`config.mk`:
```
export PLATFORM = sky130hd
export DESIGN_NAME = punc_control
export DESIGN_NICKNAME = d
export VERILOG_FILES = /design/src/rtl/punc_control.sv
export SDC_FILE = /design/constraint.sdc
export NUM_CORES = 1
export LEC_CHECK = 0
export ABC_AREA = 1
export BUFFER_PORTS_ARGS = -buffer_cell sky130_fd_sc_hd__buf_2
export CORE_MARGIN = 8
export CORE_UTILIZATION = 39
export CTS_BUF_LIST = sky130_fd_sc_hd__clkbuf_8
export DETAILED_ROUTE_END_ITERATION = 6
export PLACE_DENSITY = 0.91
export SYNTH_ARGS = -nofsm -noshare
export SYNTH_HDL_FRONTEND = slang
export SYNTH_SLANG_ARGS = --single-unit
```
`constraint.sdc`:
```
create_clock -name clk -period 1.28 [get_ports clk]
set_input_delay 0.064 -clock clk [delete_from_list [all_inputs] [get_ports clk]]
set_output_delay 0.064 -clock clk [all_outputs]
set_load 0.03 [all_outputs]
```
`src/rtl/punc_control.sv`:
```
// Multi-cycle fetch/decode/execute control FSM for the PUnC LC3 core.
// Strobes are decoded combinationally from the current state and instruction.
module punc_control #(
  parameter logic [3:0] HALT_OPCODE = 4'b1111
) (
  input  logic        clk,
  input  logic        rst,
  input  logic [15:0] ir,
  input  logic        nzp_true,
  output logic        pc_ld,
  output logic        pc_clr,
  output logic        pc_inc,
  output logic [1:0]  pc_sel,
  output logic        ir_ld,
  output logic        ir_clr,
  output logic        mem_rd,
  output logic        mem_wr,
  output logic [1:0]  mem_r_addr_sel,
  output logic [1:0]  mem_w_addr_sel,
  output logic [1:0]  rf_w_data_sel,
  output logic        rf_w_addr_sel,
  output logic        rf_w_wr,
  output logic        rf_r0_addr_sel,
  output logic        rf_r0_rd,
  output logic        rf_r1_rd,
  output logic        temp_ld,
  output logic        nzp_ld,
  output logic        nzp_clr,
  output logic [1:0]  alu_sel,
  output logic        alu_first_val_sel,
  output logic        halted
);

  typedef enum logic [2:0] {
    S_FETCH  = 3'd0,
    S_DECODE = 3'd1,
    S_EXEC   = 3'd2,
    S_EXEC2  = 3'd3,
    S_HALT   = 3'd4
  } state_t;

  localparam logic [3:0] OP_BR   = 4'b0000;
  localparam logic [3:0] OP_ADD  = 4'b0001;
  localparam logic [3:0] OP_LD   = 4'b0010;
  localparam logic [3:0] OP_ST   = 4'b0011;
  localparam logic [3:0] OP_JSR  = 4'b0100;
  localparam logic [3:0] OP_AND  = 4'b0101;
  localparam logic [3:0] OP_LDR  = 4'b0110;
  localparam logic [3:0] OP_STR  = 4'b0111;
  localparam logic [3:0] OP_NOT  = 4'b1001;
  localparam logic [3:0] OP_LDI  = 4'b1010;
  localparam logic [3:0] OP_STI  = 4'b1011;
  localparam logic [3:0] OP_JMP  = 4'b1100;
  localparam logic [3:0] OP_LEA  = 4'b1110;

  state_t     state;
  logic [3:0] opcode;
  logic       unused_ir;

  assign opcode    = ir[15:12];
  assign unused_ir = ^{ir[10:6], ir[4:0]};

  always_ff @(posedge clk) begin
    if (rst) begin
      state <= S_FETCH;
    end else begin
      case (state)
        S_FETCH:  state <= S_DECODE;
        S_DECODE: state <= (opcode == HALT_OPCODE) ? S_HALT : S_EXEC;
        S_EXEC:   state <= (opcode == OP_LDI || opcode == OP_STI) ? S_EXEC2 : S_FETCH;
        S_EXEC2:  state <= S_FETCH;
        S_HALT:   state <= S_HALT;
        default:  state <= S_FETCH;
      endcase
    end
  end

  always_comb begin
    pc_ld             = 1'b0;
    pc_clr            = 1'b0;
    pc_inc            = 1'b0;
    pc_sel            = 2'd0;
    ir_ld             = 1'b0;
    ir_clr            = 1'b0;
    mem_rd            = 1'b0;
    mem_wr            = 1'b0;
    mem_r_addr_sel    = 2'd0;
    mem_w_addr_sel    = 2'd0;
    rf_w_data_sel     = 2'd0;
    rf_w_addr_sel     = 1'b0;
    rf_w_wr           = 1'b0;
    rf_r0_addr_sel    = 1'b0;
    rf_r0_rd          = 1'b0;
    rf_r1_rd          = 1'b0;
    temp_ld           = 1'b0;
    nzp_ld            = 1'b0;
    nzp_clr           = 1'b0;
    alu_sel           = 2'd0;
    alu_first_val_sel = 1'b0;
    halted            = 1'b0;

    // Reset masks whatever state is current, so an in-flight write is dropped
    if (rst) begin
      pc_clr  = 1'b1;
      ir_clr  = 1'b1;
      nzp_clr = 1'b1;
    end else begin
      case (state)
        S_FETCH: begin
          mem_rd = 1'b1;
          ir_ld  = 1'b1;
          pc_inc = 1'b1;
        end
        S_EXEC: begin
          case (opcode)
            OP_ADD, OP_AND: begin
              rf_r1_rd      = 1'b1;
              rf_w_wr       = 1'b1;
              rf_w_addr_sel = 1'b1;
              nzp_ld        = 1'b1;
              alu_sel       = (opcode == OP_ADD) ? 2'd1 : 2'd2;
              if (ir[5]) begin
                alu_first_val_sel = 1'b1;
              end else begin
                rf_r0_addr_sel = 1'b1;
                rf_r0_rd       = 1'b1;
              end
            end
            OP_NOT: begin
              rf_r1_rd      = 1'b1;
              alu_sel       = 2'd3;
              rf_w_wr       = 1'b1;
              rf_w_addr_sel = 1'b1;
              nzp_ld        = 1'b1;
            end
            OP_BR: begin
              pc_ld = nzp_true;
            end
            OP_JMP: begin
              rf_r1_rd = 1'b1;
              pc_sel   = 2'd2;
              pc_ld    = 1'b1;
            end
            OP_JSR: begin
              // R7 takes the already-incremented PC on the same edge PC jumps
              rf_w_wr       = 1'b1;
              rf_w_data_sel = 2'd3;
              pc_ld         = 1'b1;
              if (ir[11]) begin
                pc_sel = 2'd1;
              end else begin
                pc_sel   = 2'd2;
                rf_r1_rd = 1'b1;
              end
            end
            OP_LD, OP_LDR: begin
              mem_rd         = 1'b1;
              mem_r_addr_sel = (opcode == OP_LD) ? 2'd1 : 2'd3;
              rf_r1_rd       = (opcode == OP_LDR);
              rf_w_data_sel  = 2'd2;
              rf_w_wr        = 1'b1;
              rf_w_addr_sel  = 1'b1;
              nzp_ld         = 1'b1;
            end
            OP_LEA: begin
              rf_w_data_sel = 2'd1;
              rf_w_wr       = 1'b1;
              rf_w_addr_sel = 1'b1;
              nzp_ld        = 1'b1;
            end
            OP_ST, OP_STR: begin
              mem_wr         = 1'b1;
              mem_w_addr_sel = (opcode == OP_ST) ? 2'd0 : 2'd2;
              rf_r1_rd       = (opcode == OP_STR);
              rf_r0_rd       = 1'b1;
            end
            OP_LDI, OP_STI: begin
              mem_rd         = 1'b1;
              mem_r_addr_sel = 2'd1;
              temp_ld        = 1'b1;
            end
            default: ;
          endcase
        end
        S_EXEC2: begin
          if (opcode == OP_LDI) begin
            mem_rd         = 1'b1;
            mem_r_addr_sel = 2'd2;
            rf_w_data_sel  = 2'd2;
            rf_w_wr        = 1'b1;
            rf_w_addr_sel  = 1'b1;
            nzp_ld         = 1'b1;
          end else if (opcode == OP_STI) begin
            mem_wr         = 1'b1;
            mem_w_addr_sel = 2'd1;
            rf_r0_rd       = 1'b1;
          end
        end
        S_HALT: begin
          halted = 1'b1;
        end
        default: ;
      endcase
    end
  end

endmodule

```
==> reports/results.txt <==
synthesized area divided by synthesized cell count = 5.477 um^2
clk_skew = 0.002719 ns
registers with the most flip-flops = state (3)
via count of the first global-routing pass = 785
PwrDens = 625.5 nW/um^2
MaxCap Viol Count = 0
largest stage delay on the critical path = 0.35 ns
element type at the critical path start = flop
final antenna-violating net count = 0
full die area = 2820 um^2
worst reg2reg startpoint = state[0]
Initial Utilization = 0.4125
worst-case hold slack = 0.3074 ns
Required @ worst endpoint = 1.22 ns
worst supply voltage drop on vdd = 0.5278 mV
final slew viol count = 0
crit path from = state[0]
part of the cycle the worst path needs = 1.173
post-layout worst setup margin = -0.2212 ns
count of cell types in the netlist = 22
buffer levels on the longest clock path = 2
violated checks = negative setup slack
minimum setup slack among reg-to-reg paths = 0.15 ns
number of rows created at floorplan = 13
run status = finished with violations
boundary pin count = 46
GRT Resource Usage Total = 0.1504
path type of the worst min-delay path = primary input to flop
worst flop-to-flop path endpoint = state[1]
routability-driven placement congestion ratio = 0.8016
portion of the post-synthesis area used by sequential elements = 0.1119
number of clock sinks = 3
clock-pin transition on the worst setup and hold timing paths = 0.03 ns
count of unresolved DRC violations after routing = 0
number of hold-repair buffers added at the cts stage = 0
antenna violations before repair = 0
count of buffers inserted at the top-level ports = 35
post-layout power = 0.6621 mW
RSZ-0062 raised after global routing = yes
cells traversed along the worst timing path = inv_4 -> nand2_4 -> nor3_4 -> nand2_1 -> nor2_1 -> buf_4
Tightest Pin Transition = 0.3078 ns
grt ovf = 0
DIE HEIGHT = 53.10 um
fraction of layout instances using a drive strength above 1 = 0.5857
buffer type at the clock tree root = clkbuf_8
headroom to the max-slew limit = 0.7941
Non-Filler Cell Area, Final = 1059 um^2
register bank with the most flops = state
half-perimeter wire length after placement = 1.456 mm
initial detailed-routing violation count = 26
post-detailed-routing wire length = 2.351 mm
timing-limited maximum frequency = 666.1 MHz
kind of capture point of the worst setup path = output pin
post-synthesis net count = 117
clock period minus worst slack = 1.501 ns
TritonCTS buffer count = 3
synthesized cell area = 536.8 um^2
Setup-failing EPs final = 19
Die Wd = 53.10 um
Routed wire per std cell = 15.17 um
Via density = 5.148
cells after synthesis = 98
global-route wire length before repair = 3.305 mm
endpoint arrival time on the critical path = 1.44 ns
area inside the core boundary = 1301 um^2
n_diodes = 0
R2R depth = 7
commonest cells after routing, fill and taps aside = nand2_1 (17), buf_6 (15), buf_4 (15), inv_1 (13), buf_2 (13)
H-Tree Depth = 1
Largest register FFs = 3
Nets = 160
number of hold violations in the final report = 0
classification of the worst setup path = flop to output pin
clock tree from TritonCTS = yes
number of synthesized register bits = 3
pin count of the biggest net entering global routing = 10
end point of the critical path = pc_sel[0]
cell with the largest stage delay on the worst path = dfxtp_4
critical path fanouts, max = 6
Cell Area, Placed = 730.7 um^2
post-synthesis to final-layout area growth = 97.20%
leading cell type in the layout, fill and taps excluded = nand2_1
synth warn = 0
number of search-and-repair iterations in the first detailed-routing pass = 4
via count = 798
leakage power total = 0.5640 nW
clock insertion delay at the later pin of the skew report = 0.22 ns
synthesized netlist by cell type:
| library cell | instances | share of area |
|---|---|---|
| nand2_1 | 21 | 0.15 |
| nor2_1 | 17 | 0.12 |
| inv_1 | 13 | 0.091 |
| nand3_1 | 7 | 0.065 |
| buf_4 | 5 | 0.070 |
| o21ai_0 | 5 | 0.047 |
| a21oi_1 | 4 | 0.037 |
| nor3_1 | 4 | 0.037 |
| dfxtp_1 | 3 | 0.11 |
| nand2_2 | 3 | 0.035 |
| inv_2 | 2 | 0.014 |
| nand4_1 | 2 | 0.023 |
| nor2_2 | 2 | 0.023 |
| nor2_4 | 2 | 0.042 |
| a211oi_2 | 1 | 0.023 |
| a22oi_1 | 1 | 0.014 |
| buf_2 | 1 | 0.0093 |
| nand2_4 | 1 | 0.021 |
| nand3_2 | 1 | 0.019 |
| nor3_4 | 1 | 0.030 |
| nor4_1 | 1 | 0.012 |
| o21ai_1 | 1 | 0.0093 |
worst min-delay path by stage:
stage | start | endpoint | slack (ns) | cells past startpoint
floorplan | ir[14] | alu_sel[0] | 0.25 | 1
detailed placement | rst | ir_clr | 0.45 | 2
CTS | rst | state[0] | 0.27 | 3
global placement | rst | nzp_clr | 0.45 | 2
global route | rst | state[2] | 0.35 | 3
finish | rst | state[1] | 0.31 | 3
kinds of logic after synthesis:
| logic type | after synthesis | synth area share |
|---|---|---|
| AND/OR/NAND/NOR | 62 | 0.5734 |
| buffers and inverters | 21 | 0.1842 |
| AO/OA/AOI/OAI | 12 | 0.1305 |
| flip-flops | 3 | 0.1119 |
what timing repair did:
item / 4_1_cts / 5_1_grt
endpoints found under the setup margin: 24 / 24
gates resized for setup: 35 / 36
pin swaps: 10 / 10
setup buffers: 1 / 5
per-layer routing:
layer,up-vias,track usage,wire length [um],part of all wire
met2,38,0.2676,1232,0.52
met3,3,0.05882,169,0.072
met4,0,0.05882,21,0.0089
met1,358,0.1530,928,0.39
met5,-,0,0,0
li1,399,-,-,-
report_power, final:
group,internal (mW),switching [mW]
combinational,0.105,0.181
sequential,0.101,0.0103
clock,0.204,0.0605
through the flow:
stage | std cells | setup WS, ns | TNS (ns) | util
floorplan | 98 | -0.1681 | -0.3436 | -
global placement | 145 | 0.01741 | 0 | 0.5615
detailed placement | 145 | -0.02238 | -0.05799 | 0.5615
CTS | 150 | -0.1664 | -1.842 | 0.6750
global route | 155 | -0.2763 | -3.202 | 0.8135
finish | 155 | -0.2212 | -2.270 | 0.8135
area by class of cell:
cell class              count  area, um^2
multi-input cells          74       500.5
repair buffers             44       366.6
fillers                    75       242.7
flip-flops and latches      3       68.82
inverters                  15       58.81
clock buffers               3       41.29
well taps                  15       18.77
clock inverters             1       3.754
critical path, delay by kind of cell, from the launching register on:
kind                   cells  cell delay [ns]
buffers and inverters      2             0.25
and+or+nand+nor            4             0.62
DFF                        1             0.35
No activity file was read; power rests on OpenSTA's default activity.
